`src/rtl/wb_pkg.sv`:
```
// Shared definitions for the writeback stage: load-mode encodings, default widths
// and the buffer entry layout at default widths.
package wb_pkg;

    localparam logic [1:0] LD_WORD   = 2'b00;
    localparam logic [1:0] LD_BYTE_U = 2'b01;
    localparam logic [1:0] LD_BYTE_S = 2'b10;

    localparam int DEF_DATA_W = 16;
    localparam int DEF_REG_AW = 3;

    typedef struct packed {
        logic                  valid;
        logic                  wr;
        logic [DEF_REG_AW-1:0] rd;
        logic [DEF_DATA_W-1:0] result;
    } wb_entry_t;

endpackage

```
`src/rtl/wb_load_align.sv`:
```
// Result select for a retiring instruction: ALU result, or load data with
// optional byte zero/sign extension.
module wb_load_align
    import wb_pkg::*;
#(
    parameter int DATA_W = DEF_DATA_W
) (
    input  logic [DATA_W-1:0] alu,
    input  logic [DATA_W-1:0] data,
    input  logic [1:0]        mode,
    input  logic              sel_mem,
    output logic [DATA_W-1:0] result
);

    always_comb begin
        result = alu;
        if (sel_mem) begin
            case (mode)
                LD_BYTE_U: result = DATA_W'(data[7:0]);
                LD_BYTE_S: result = DATA_W'($signed(data[7:0]));
                default:   result = data;
            endcase
        end
    end

endmodule

```
`src/rtl/writeback_pipe.sv`:
```
// Writeback stage: OUT + SKID buffer feeding the register-file write port, with a
// retire counter. Define WB_FWD_EN to add the operand-bypass outputs.
module writeback_pipe
    import wb_pkg::*;
#(
    parameter int DATA_W = DEF_DATA_W,
    parameter int REG_AW = DEF_REG_AW,
    parameter int CNT_W  = 16
) (
    input  logic              clk,
    input  logic              reset,
    input  logic              in_valid,
    output logic              in_ready,
    input  logic [DATA_W-1:0] in_alu,
    input  logic [DATA_W-1:0] in_mem,
    input  logic              in_sel_mem,
    input  logic [1:0]        in_ld_mode,
    input  logic [REG_AW-1:0] in_rd,
    input  logic              in_we,
    input  logic              rf_ready,
    output logic              rf_we,
    output logic [REG_AW-1:0] rf_addr,
    output logic [DATA_W-1:0] rf_wdata,
    output logic [DATA_W-1:0] ans_wb,
    output logic [CNT_W-1:0]  retire_cnt
`ifdef WB_FWD_EN
    ,
    output logic              fwd_valid,
    output logic [REG_AW-1:0] fwd_addr,
    output logic [DATA_W-1:0] fwd_data
`endif
);

    typedef struct packed {
        logic              valid;
        logic              wr;
        logic [REG_AW-1:0] rd;
        logic [DATA_W-1:0] result;
    } entry_t;

    entry_t            out_q, skid_q, out_n, skid_n, new_e;
    logic              rdy_q;
    logic              accept, retire;
    logic [DATA_W-1:0] aligned;

    wb_load_align #(.DATA_W(DATA_W)) u_align (
        .alu     (in_alu),
        .data    (in_mem),
        .mode    (in_ld_mode),
        .sel_mem (in_sel_mem),
        .result  (aligned)
    );

    always_comb begin
        new_e.valid  = 1'b1;
        new_e.wr     = in_we & (in_rd != '0);
        new_e.rd     = in_rd;
        new_e.result = aligned;
    end

    assign accept = in_valid & rdy_q;
    assign retire = out_q.valid & (~out_q.wr | rf_ready);

    // Retire frees OUT first, SKID then advances, and a new entry fills the
    // first free slot: this keeps order without a separate pointer.
    always_comb begin
        out_n  = out_q;
        skid_n = skid_q;
        if (retire) begin
            out_n.valid = 1'b0;
            if (skid_q.valid) begin
                out_n        = skid_q;
                skid_n.valid = 1'b0;
            end
        end
        if (accept) begin
            if (!out_n.valid) out_n  = new_e;
            else              skid_n = new_e;
        end
    end

    always_ff @(posedge clk) begin
        if (!reset) begin
            out_q      <= '0;
            skid_q     <= '0;
            rdy_q      <= 1'b1;
            ans_wb     <= '0;
            retire_cnt <= '0;
        end else begin
            out_q  <= out_n;
            skid_q <= skid_n;
            rdy_q  <= ~skid_n.valid;
            if (retire) begin
                ans_wb     <= out_q.result;
                retire_cnt <= retire_cnt + CNT_W'(1);
            end
        end
    end

    assign in_ready = rdy_q;
    // Gated by reset so a stalled entry is never strobed while reset is held.
    assign rf_we    = reset & out_q.valid & out_q.wr;
    assign rf_addr  = out_q.rd;
    assign rf_wdata = out_q.result;

`ifdef WB_FWD_EN
    logic skid_fwd;
    assign skid_fwd  = skid_q.valid & skid_q.wr;
    assign fwd_valid = reset & (skid_fwd | (out_q.valid & out_q.wr));
    assign fwd_addr  = skid_fwd ? skid_q.rd     : out_q.rd;
    assign fwd_data  = skid_fwd ? skid_q.result : out_q.result;
`endif

endmodule

```
`config.mk`:
```
export PLATFORM = sky130hd
export DESIGN_NAME = writeback_pipe
export DESIGN_NICKNAME = d
export VERILOG_FILES = /design/src/rtl/wb_pkg.sv /design/src/rtl/wb_load_align.sv /design/src/rtl/writeback_pipe.sv
export SDC_FILE = /design/constraint.sdc
export NUM_CORES = 1
export LEC_CHECK = 0
export CORE_MARGIN = 5
export CORE_UTILIZATION = 25
export DETAILED_ROUTE_END_ITERATION = 6
export PLACE_DENSITY = 0.5
export RECOVER_POWER = 100
export SLEW_MARGIN = 30
export SYNTH_ARGS = -nofsm -noshare
export SYNTH_HDL_FRONTEND = slang
export SYNTH_HIERARCHICAL = 1
export SYNTH_SLANG_ARGS = --single-unit
```
`constraint.sdc`:
```
create_clock -name clk -period 1.8 [get_ports clk]
set_clock_uncertainty 0.1 [all_clocks]
set_input_delay 0.36 -clock clk [delete_from_list [all_inputs] [get_ports clk]]
set_output_delay 0.36 -clock clk [all_outputs]
set_load 0.02 [all_outputs]
```
Word-level counts from Yosys, hierarchy flattened
Index checks and enable logic that the tools add are counted.
{ "totals": {"output_inout_bits": 53, "inputBits": 43, "elab_cells": 33, "register_bits": 75} }
{ "op_classes": {"mux": 9, "eq_ne": 2, "n_addsub": 1, "n_reduce_logical": 2, "bitwise_logic": 8} }
{ "ops": {"columns": ["op", "n"], "rows": [
  ["$mux W21", 5],
  ["$pmux W16 S2", 1],
  ["$mux W20", 1],
  ["$add A16 B1 Y16 const B", 1],
  ["$mux W16", 1],
  ["$and A1 B1 Y1", 5],
  ["$reduce_bool A3 Y1", 1],
  ["$eq A2 B1 Y1 const B", 1],
  ["$eq A2 B2 Y1 const B", 1],
  ["$not A1 Y1", 2],
  ["$reduce_and A2 Y1", 1],
  ["$mux W1", 1],
  ["$or A1 B1 Y1", 1]
]} }

Logic depth before layout (Yosys ltp)
{ "depth": {"word_depth": 7, "depth_mapped": 7, "mapped_depth_nobuf": 6} }

Hierarchy
The synthesis kept the hierarchy.
{ "modules_own_cells": {"columns": ["mod", "cells_each", "seq_area_each_um2", "instances", "area_per_inst_um2"], "rows": [
  ["writeback_pipe", 369, 1501.4, 1, 3189.3],
  ["wb_load_align", 40, 0.0, 1, 305.3]
]} }

Worst setup path after synthesis
OpenSTA, ideal clock, no wires.
{ "synth_path": {"path_type": "register to register", "from": "register retire_cnt[0]", "to": "register retire_cnt[8]", "t_arrival_ps": 1522, "stages_incl_launch_ff": 6, "setup_slack_ps": 107, "n_path_buf": 0, "synth_period_minus_slack_ps": 1693, "setup_ps": 70, "t_required_ps": 1630, "cell_sequence": "dfxtp_1 -> ha_1 -> and2_1 -> nand4_4 -> or3_2 -> a21oi_1"} }
{ "synth_via": {"elab_chain_cells": 1} }
{ "synth_rtl": {"columns": ["item", "line_no", "rtl"], "rows": [
  ["start, declared", "writeback_pipe.sv:25", "output logic [CNT_W-1:0] retire_cnt"],
  ["start signal, assigned", "writeback_pipe.sv:95", "retire_cnt <= retire_cnt + CNT_W'(1);"],
  ["$add A16 B1 Y16", "writeback_pipe.sv:95", null]
]} }
Every way passes these cells.
A chain may end at the register's enable or synchronous reset.

Final worst setup path
{ "layout_path": {"from": "input port reset", "to": "output port rf_we"} }
{ "layout_via": {"elab_chain_cells": 2} }
{ "layout_rtl": {"columns": ["item", "line_no", "rtl"], "rows": [
  ["start, declared", "writeback_pipe.sv:11", "input logic reset,"],
  ["$and A1 B1 Y1 (2 in a row)", "writeback_pipe.sv:102", "assign rf_we = reset & out_q.valid & out_q.wr;"],
  ["end, declared", "writeback_pipe.sv:21", "output logic rf_we,"]
]} }
Every way passes these cells.

==> impl_metrics.json <==
{
  "dr_total_vias": 3119,
  "netlist_area_um2": 3490,
  "start_util_pct": 25.4,
  "fin_tns_setup_ns": 0,
  "required_ns": 1.34,
  "grt_max_degree": 47,
  "avgSynthCellArea_um2": 8.54,
  "tightest_slew_ns": 0.294,
  "dieArea_um2": 16400,
  "core_area_um2": 13800,
  "clockRootBuffer": "clkbuf_16",
  "io_pins": 96,
  "first_iter_violations": 231,
  "grt.overflow.total": 0,
  "cts_htree_levels": 3,
  "row_count": 43,
  "cts.sinks": 75,
  "p_leak_nw": 2.02,
  "max_freq_mhz": 561,
  "drive_gt1_share_pct": 12.7,
  "start_kind": "input port",
  "rr_worst_depth": 5,
  "die_h_um": 128,
  "wl_per_cell_um": 15.0,
  "ir_drop_v": 0.000389,
  "n_antenna_cell": 0,
  "cts-buffers-inserted": 9,
  "cts_tree": "built",
  "synth_edf_count": 0,
  "syn-num-nets": 454,
  "cts_buffer_depth": 2,
  "grt_pass1_vias": 3080,
  "grt_antenna_before_repair": 0,
  "routabilityCongestion": 0.763,
  "ys_seq_elements": 75,
  "path_clk_slew_ns": 0.05,
  "rsz0062_at_grt": "no",
  "place_hpwl_um": 7440,
  "wl_um": 10200,
  "ant_nets": 0,
  "cap_violations": 0,
  "max_slew_margin_pct": 80.3,
  "insertion_delay_ns": 0.33,
  "viasPerCell": 4.60,
  "yosysSeqAreaShare_pct": 43.0,
  "hold_viol": 0,
  "drc": 0,
  "postCtsHoldBufs": 0,
  "yosys_warnings": 6,
  "hold_ws_ns": 0.357,
  "final_cell_mix": "nand2_1 (80), dfxtp_1 (75), clkdlybuf4s50_1 (58)",
  "min_period_ns": 1.78,
  "critPathCaptureType": "output pin",
  "fin_crit_sh_pct": 99.0,
  "path_max_fanout": 2,
  "drv_slew": 0,
  "port_buffers": 95,
  "power_mw": 4.10,
  "synthToLayoutAreaGrowth_pct": 40.7,
  "firstDrtPassIters": 4,
  "die_w_um": 128,
  "synth_cell_types": 37,
  "power_density_nw_per_um2": 834,
  "worstPathArrival_ns": 1.32,
  "synth-async-reset-ratio_pct": 0,
  "yosys_most_used_dff": "dfxtp_1",
  "utilization_pct": 35.7,
  "syn_inst": 409,
  "min_path_type": "reg2reg",
  "critPathKind": "in2out",
  "holdPathStages": 2,
  "nNetsFinal": 539,
  "post-cts-setup-buffer-count": 0,
  "grt_usage_pct": 12.6,
  "final_common_cell": "nand2_1",
  "grt_pass1_wl_um": 16400,
  "outcome": "complete, no violations",
  "setup_violations": 0
}
[final timing paths]
check / endpoint / startpoint / slack (ns)
worst max-delay path: rf_we / reset / 0.02
worst min-delay path: ans_wb[5] / ans_wb[5] / 0.36
worst max register to register: retire_cnt[15] / retire_cnt[0] / 0.13
worst min register to register: ans_wb[5] / ans_wb[5] / 0.36
[sequential cells by signal (all words and copies together) (netlist names)]
signal	flops
ans_wb	16
rf_wdata	16
rf_addr	3
out_q	2
in_ready	1
skid_q	21
retire_cnt	16
[cells in the mapped netlist (2+ instances only)]
cell,instances,area [um2]
a21oi_1,34,170
a22oi_1,8,60.1
a311oi_1,20,175
and2_1,6,37.5
and3_1,3,18.8
and4_4,2,22.5
buf_2,14,70.1
buf_4,22,165
clkbuf_1,9,33.8
clkbuf_2,2,10.0
dfxtp_1,75,1500
ha_1,2,25.0
inv_1,4,15.0
mux2_2,4,45.0
mux2_4,4,60.1
mux2i_1,20,200
nand2_1,80,300
nand3_1,5,25.0
nand4_1,4,25.0
nand4_4,3,63.8
nor2_1,35,131
nor3_1,20,100
o21ai_0,9,45.0
or3_1,6,37.5
xnor2_1,2,17.5
xor2_1,5,43.8
[layer usage]
metal | vias to the layer above | GRT usage (%) | routed length (um)
met5 | - | 0 | 0
li1 | 1582 | - | -
met1 | 1452 | 17.2 | 4890
met3 | 14 | 2.83 | 535
met4 | 0 | 5.37 | 194
met2 | 71 | 19.2 | 4560
[through the flow]
| step | cell area, um2 | worst slack [ns] | cells |
|---|---|---|---|
| 2_1_floorplan | 3490 | 0.107 | 409 |
| 5_1_grt | 4920 | 0.00101 | 678 |
| 4_1_cts | 4920 | 0.00726 | 678 |
| 6_report | 4920 | 0.0184 | 678 |
| 3_3_place_gp | 4680 | -0.309 | 663 |
| 3_5_place_dp | 4680 | -0.371 | 663 |
[cell families (layout without fill, tap and decap cells)]
family	after synthesis	in the layout	synth area share [%]
buf+inv	54	143	9.42
simple gates	168	168	22.6
mux	28	28	8.74
flops	75	75	43.0
compound gates	75	75	13.8
fa+ha+maj	2	2	0.716
xor+xnor	7	7	1.75
[what timing repair did]
item	in CTS	in global routing
gates resized for setup	34	12
endpoints found under the hold margin	0	0
setup endpoints to repair	34	16
pin swaps	0	1
[layout make-up]
class | count | area (um2)
timing repair buffer | 123 | 1180
sequential | 75 | 1500
fill | 1443 | 8860
clock inverter | 3 | 40.0
inverter | 5 | 18.8
clock buffer | 12 | 236
tap | 180 | 225
multi-input combinational | 280 | 1710
[where the power goes]
| group | total, mW | leakage [nW] | internal (mW) | switching [mW] |
|---|---|---|---|---|
| registers | 1.77 | 0.611 | 1.72 | 0.0515 |
| logic | 0.602 | 1.27 | 0.297 | 0.305 |
| clock network | 1.72 | 0.136 | 1.06 | 0.660 |
| total | 4.10 | 2.02 | 3.08 | 1.02 |
[worst max-delay path, stage by stage]
cell	delay, ns
clkdlybuf4s50_1	0.48
and3_1	0.16
dlygate4sd2_1	0.33
Note: power is estimated with default switching activity, not from simulation.
